==> src/rtl/vga_sync_gen.sv <==
// VGA raster timing generator: free-running h/v counters on a pixel enable,
// decoded into registered active-low syncs, an active-video flag and line/frame strobes.
module vga_sync_gen #(
  parameter int H_SYNC   = 96,
  parameter int H_BACK   = 48,
  parameter int H_ACTIVE = 640,
  parameter int H_FRONT  = 16,
  parameter int V_SYNC   = 2,
  parameter int V_BACK   = 33,
  parameter int V_ACTIVE = 480,
  parameter int V_FRONT  = 10
) (
  input  logic       clk,
  input  logic       rst_n,
  input  logic       pix_en,
  output logic [9:0] h_count,
  output logic [9:0] v_count,
  output logic       hsync,
  output logic       vsync,
  output logic       active,
  output logic       line_start,
  output logic       frame_start
);

  localparam int H_TOTAL = H_SYNC + H_BACK + H_ACTIVE + H_FRONT;
  localparam int V_TOTAL = V_SYNC + V_BACK + V_ACTIVE + V_FRONT;

  localparam logic [9:0] H_LAST     = 10'(H_TOTAL - 1);
  localparam logic [9:0] V_LAST     = 10'(V_TOTAL - 1);
  localparam logic [9:0] H_SYNC_END = 10'(H_SYNC);
  localparam logic [9:0] V_SYNC_END = 10'(V_SYNC);
  localparam logic [9:0] H_ACT_LO   = 10'(H_SYNC + H_BACK);
  localparam logic [9:0] H_ACT_HI   = 10'(H_SYNC + H_BACK + H_ACTIVE);
  localparam logic [9:0] V_ACT_LO   = 10'(V_SYNC + V_BACK);
  localparam logic [9:0] V_ACT_HI   = 10'(V_SYNC + V_BACK + V_ACTIVE);

  logic [9:0] h_q, h_d;
  logic [9:0] v_q, v_d;
  logic       hsync_q, hsync_d;
  logic       vsync_q, vsync_d;
  logic       active_q, active_d;
  logic       line_start_q, line_start_d;
  logic       frame_start_q, frame_start_d;
  logic       h_wrap, v_wrap;

  assign h_wrap = (h_q == H_LAST);
  assign v_wrap = (v_q == V_LAST);

  // Decodes use the next counter values so each output lines up with the count it describes.
  always_comb begin
    h_d           = h_q;
    v_d           = v_q;
    hsync_d       = hsync_q;
    vsync_d       = vsync_q;
    active_d      = active_q;
    line_start_d  = 1'b0;
    frame_start_d = 1'b0;
    if (pix_en) begin
      h_d = h_wrap ? 10'd0 : h_q + 10'd1;
      if (h_wrap) begin
        v_d = v_wrap ? 10'd0 : v_q + 10'd1;
      end
      hsync_d       = (h_d >= H_SYNC_END);
      vsync_d       = (v_d >= V_SYNC_END);
      active_d      = (h_d >= H_ACT_LO) && (h_d < H_ACT_HI) &&
                      (v_d >= V_ACT_LO) && (v_d < V_ACT_HI);
      line_start_d  = h_wrap;
      frame_start_d = h_wrap && v_wrap;
    end
  end

  // Syncs reset inactive even though (0,0) lies inside both sync regions.
  always_ff @(posedge clk or negedge rst_n) begin
    if (!rst_n) begin
      h_q           <= '0;
      v_q           <= '0;
      hsync_q       <= 1'b1;
      vsync_q       <= 1'b1;
      active_q      <= 1'b0;
      line_start_q  <= 1'b0;
      frame_start_q <= 1'b0;
    end else begin
      h_q           <= h_d;
      v_q           <= v_d;
      hsync_q       <= hsync_d;
      vsync_q       <= vsync_d;
      active_q      <= active_d;
      line_start_q  <= line_start_d;
      frame_start_q <= frame_start_d;
    end
  end

  assign h_count     = h_q;
  assign v_count     = v_q;
  assign hsync       = hsync_q;
  assign vsync       = vsync_q;
  assign active      = active_q;
  assign line_start  = line_start_q;
  assign frame_start = frame_start_q;

endmodule
==> config.mk <==
export PLATFORM = sky130hd
export DESIGN_NAME = vga_sync_gen
export DESIGN_NICKNAME = d
export VERILOG_FILES = /design/src/rtl/vga_sync_gen.sv
export SDC_FILE = /design/constraint.sdc
export NUM_CORES = 1
export LEC_CHECK = 0
export ABC_AREA = 1
export CAP_MARGIN = 20
export CORE_ASPECT_RATIO = 2
export CORE_MARGIN = 4
export CORE_UTILIZATION = 30
export CTS_CLUSTER_SIZE = 30
export DETAILED_ROUTE_END_ITERATION = 6
export HOLD_SLACK_MARGIN = 0.03
export PLACE_DENSITY = 0.49
export SLEW_MARGIN = 20
export SYNTH_ARGS = -nofsm -noshare
export SYNTH_HDL_FRONTEND = slang
export SYNTH_SLANG_ARGS = --single-unit
==> constraint.sdc <==
create_clock -name clk -period 2.3 [get_ports clk]
set_input_delay 0.345 -clock clk [delete_from_list [all_inputs] [get_ports clk]]
set_output_delay 0.345 -clock clk [all_outputs]
set_load 0.005 [all_outputs]
## Word-level counts from Yosys, hierarchy flattened

Cells that the tools add are included.
Widths: inputs -> output; s select.

- $add $sub $neg: 2
- Order comparisons: 6
- Eq/ne operators: 2
- Muxes and demuxes: 6
- Reductions and logical operators: 4

Operators by type and width:

| operator | count |
|---|---|
| $mux 10 | 4 |
| $add 10x1->10 const B | 2 |
| $eq 10x10->1 const B | 2 |
| $lt 10x10->1 const B | 2 |
| $ge 10x2->1 const B | 1 |
| $ge 10x6->1 const B | 1 |
| $ge 10x7->1 const B | 1 |
| $ge 10x8->1 const B | 1 |
| $logic_and 1x1->1 | 4 |
| $mux 1 | 2 |

- Flip-flop bits (word level): 25
- Input bits: 3
- Output and inout port bits: 25
- Logic and storage cells: 27

## Depth between registers and ports, before layout

- Depth in word-level cells: 7
- Mapped depth: 14
- Gate-level depth less buffers: 14

## Worst setup path after synthesis

No wires, ideal clock.

- Path type: register -> register
- From: register h_q[1] (netlist: h_count[1])
- To: register active_q (netlist: active)
- Setup time: 117 ps
- Data arrival time: 1632 ps
- Required time: 2183 ps
- Path slack: 550 ps
- Cell stages (with the launch flop): 14
- Buffers on the path: 1
- Period minus slack after synthesis: 1750 ps
- Cells stage by stage: dfrtp_1 -> ha_1 -> nand2_2 -> nor2_8 -> nand3_4 -> buf_6 -> o21bai_2 -> nand2_1 -> nand2_1 -> nor2_1 -> nand3_1 -> nand2_1 -> nand3_1 -> nand2_1

- Longest elaborated chain between the ends: 6
- Elaborated cells on any way between the ends: 12
- Those cells by class: add/sub: 1; order compare: 4; eq/ne: 1; mux: 3; reduce/logical: 3

RTL lines:

| item | RTL line | text |
|---|---|---|
| from (decl) | 37 | `logic [9:0] h_q, h_d;` |
| from (signal assigned) | 75 | `h_q <= '0;` |
| from (signal assigned) | 83 | `h_q <= h_d;` |
| $add 10x1->10 or $eq 10x10->1 (tied branches) | 59, 46 |  |
| $mux 10, on equally long branches | 59, 60 |  |
| $ge 10x8->1, or another cell as far along | 65 | `active_d = (h_d >= H_ACT_LO) && (h_d < H_ACT_HI) &&` |
| $logic_and 1x1->1 or $ge 10x6->1 (tied branches) | 65, 66 |  |
| $logic_and 1x1->1 | 65 |  |
| $logic_and 1x1->1 * | 66 | `(v_d >= V_ACT_LO) && (v_d < V_ACT_HI);` |
| to (signal assigned) | 87 | `active_q <= active_d;` |
| to (decl) | 41 | `logic active_q, active_d;` |

Every way passes the cells marked *; elsewhere a longest branch is shown, timed or not. The select of a mux whose other input is x is not followed.
A chain may end at the register's enable or synchronous reset.

## Worst setup path in the final report

- From: register h_q[0] (netlist: h_count[0])
- To: register active_q (netlist: active)

The elaborated chain is that of the path after synthesis.

==> reports/metrics.cfg <==
[critical_path]
cpMaxStageDelayCell=dfrtp_1
critPathLaunchType=flop
path_max_fanout=10
setup.worst_path.end_class=flop
timing.critical_path.required_ns=2.46
critPathMaxStageDelay_ns=0.40
crit-reg2reg-launch=h_count[0]
crit_type=flop to flop
worst-endpoint-arrival_ns=2.24
crit_family=simple AND/OR/NAND/NOR gates
path_cells=ha_1 > nand2_2 > nor2_8 > nand3_4 > buf_4 > nor2_2 > nand2_1 > nor2_1 > nor2_2 > nor2_2 > nand2_1 > nand3_1 > nand2_1
startpoint=h_count[0]
cp_num_buf_inv=1

[hold_path]
hold_path.class=input pin to async pin

[route]
met3WireLength_um=85
wl_per_cell_um=14.33
dr_wl_met2_um=2925
viasPerCell=4.860
drt-initial-drc-count=50
num_vias=1730
met1Wirelength_um=1928
drcViolationCount=0
ant_nets=0
first_pass_iters=4
highest_layer=met4
routed_wl_um=5102

[place]
dp_cells=351
preCtsSetupSlack_ns=0.1862
hpwl_um=4008
gp_congestion=0.9069
io_buffers=27

[yosys]
syn_nets=271
yosysUniqueCellTypes=28
syn_area_um2=1767
syn_area_per_cell_um2=6.692
ys_seq_area_frac=0.3555
syn_inst=264
synth_seq_cells=25
ys_top_cells_by_area=dfrtp_1 (33%), nand2_1 (19%), nor2_1 (7.0%), inv_1 (6.4%), nand3_1 (5.7%)
synth_warnings=0
synth_top_area_share=0.3258
synth.largest_area_cell=dfrtp_1

[clocking]
cts_buffers=3
path_clk_slew_ns=0.07
cts_hold_buf=0
clkSinkCount=25
clock_latency_ns=0.27
cts_tree=yes
cts_root_buffer=clkbuf_16
clk_path_buf_depth=2
htreeDepth=1

[floorplanning]
die_w_um=62.27
die_h_um=116.5
dieArea_um2=7255
coreArea_um2=5709
initial_core_util=0.3094
rows=39
pin_count=28

[sta]
tightest_slew_ns=0.4076
fin_tns_setup_ns=0
rsz0062_at_grt=no
period_needed_ns=2.074
fmax_mhz=482.2
finalCritPeriodShare=0.9017
setup_violations=0
fin_skew_ns=0.006155
fin_ws_ns=0.2261
timing.final.max_slew_violations=0
relSlewSlack=0.7262
hold_violations=0

[flow_run]
max_cap_violations=0

[global_route]
track_usage=0.1472
grt_pass1_wl_um=8335
grt_max_degree=27
antenna_found_initial=0
grt.overflow.total=0
grt_pass1_vias=1741

[cells_and_area]
antenna_cells=0
synthToLayoutAreaGrowth_pct=25.64
nFillCells=622
nNetsFinal=303
stdcell_count=356
layout_commonest_cell=nand2_1
drive_gt1_frac=0.1017
final_cell_mix=nand2_1 (91), nor2_1 (33), inv_1 (30)

[power_and_ir_drop]
p_leak_uw=0.001139
power_uw=1720
ir_worst_vdd_mv=0.5846
cellPowerDensity_nw_per_um2=774.9

[status]
status=complete, no violations

-- sequential cells by signal (all words and copies together), names as in the netlist --
register / flops
h_count: 10
v_count: 10
active: 1
frame_start: 1
hsync: 1
line_start: 1
vsync: 1
-- synthesized netlist by cell type, drive strengths merged --
| master | n |
|---|---|
| o22ai | 2 |
| a41oi | 1 |
| nor2 | 40 |
| nand3b | 1 |
| dfrtp | 23 |
| nor3 | 1 |
| nand2 | 95 |
| buf | 2 |
| clkbuf | 7 |
| nand3 | 21 |
| o21ai | 18 |
| inv | 31 |
| xnor2 | 1 |
| ha | 4 |
| dfstp | 2 |
| nand4 | 10 |
| xor2 | 3 |
| o21bai | 2 |
-- worst reg2reg max path, cell delays in order, from the launching register on --
cell     delay (ns)
dfrtp_1        0.40
ha_1           0.22
nand2_2        0.11
nor2_8         0.20
nand3_4        0.15
buf_4          0.20
nor2_2         0.11
nand2_1        0.08
nor2_1         0.11
nor2_2         0.07
nor2_2         0.12
nand2_1        0.06
nand3_1        0.08
nand2_1        0.05
-- cell families (layout without fill, tap and decap cells) --
| group | after synthesis | in the layout | synth area share |
|---|---|---|---|
| compound gates | 23 | 23 | 0.07365 |
| xor+xnor | 4 | 4 | 0.01983 |
| fa+ha+maj | 4 | 4 | 0.02833 |
| buf+inv | 40 | 71 | 0.08994 |
| flops | 25 | 25 | 0.3555 |
| simple gates | 168 | 168 | 0.4327 |
-- worst paths after layout --
check / to / slack [ns] / depth (start not counted)
min reg2reg: vsync / 0.50 / 2
min: h_count[9] / 0.44 / 2
max in group asynchronous: vsync / 1.56 / 2
max: active / 0.23 / 13
max reg2reg: active / 0.23 / 13
min in group clk: vsync / 0.50 / 2
-- through the flow --
| step | hold WS (ns) | utilization | instance area, um^2 |
|---|---|---|---|
| 4_1_cts | 0.4543 | 0.3872 | 2211 |
| 2_1_floorplan | 0.04941 | - | 1767 |
| 3_3_place_gp | 0.4883 | 0.3732 | 2131 |
| 3_5_place_dp | 0.4847 | 0.3732 | 2131 |
| 5_1_grt | 0.4945 | 0.3888 | 2220 |
| 6_report | 0.4407 | 0.3888 | 2220 |
-- report_power, final --
part,switching [uW],internal [uW]
logic,331,316
clock network,172,235
registers,133,534
total,635,1080
-- what timing repair did --
item | CTS | global route
gates resized for setup | 0 | 1
endpoints found under the setup margin | 0 | 2
setup buffers | 0 | 1
-- per-layer routing --
metal	up-vias	track usage
li1	894	-
met1	800	0.1488
met2	23	0.2867
met3	13	0.01829
met4	0	0.07790
met5	-	0
-- cell type report --
class                   count  area, um^2  share of cell area
multi-input cells         199       979.7              0.4414
flip-flops and latches     25       629.4              0.2835
inverters                  31       116.4             0.05242
clock buffers               3       75.07             0.03382
clock inverters             1       5.005            0.002255
well taps                  61       76.32             0.03439
repair buffers             36       337.8              0.1522
Note: power is estimated with default switching activity, not from simulation.
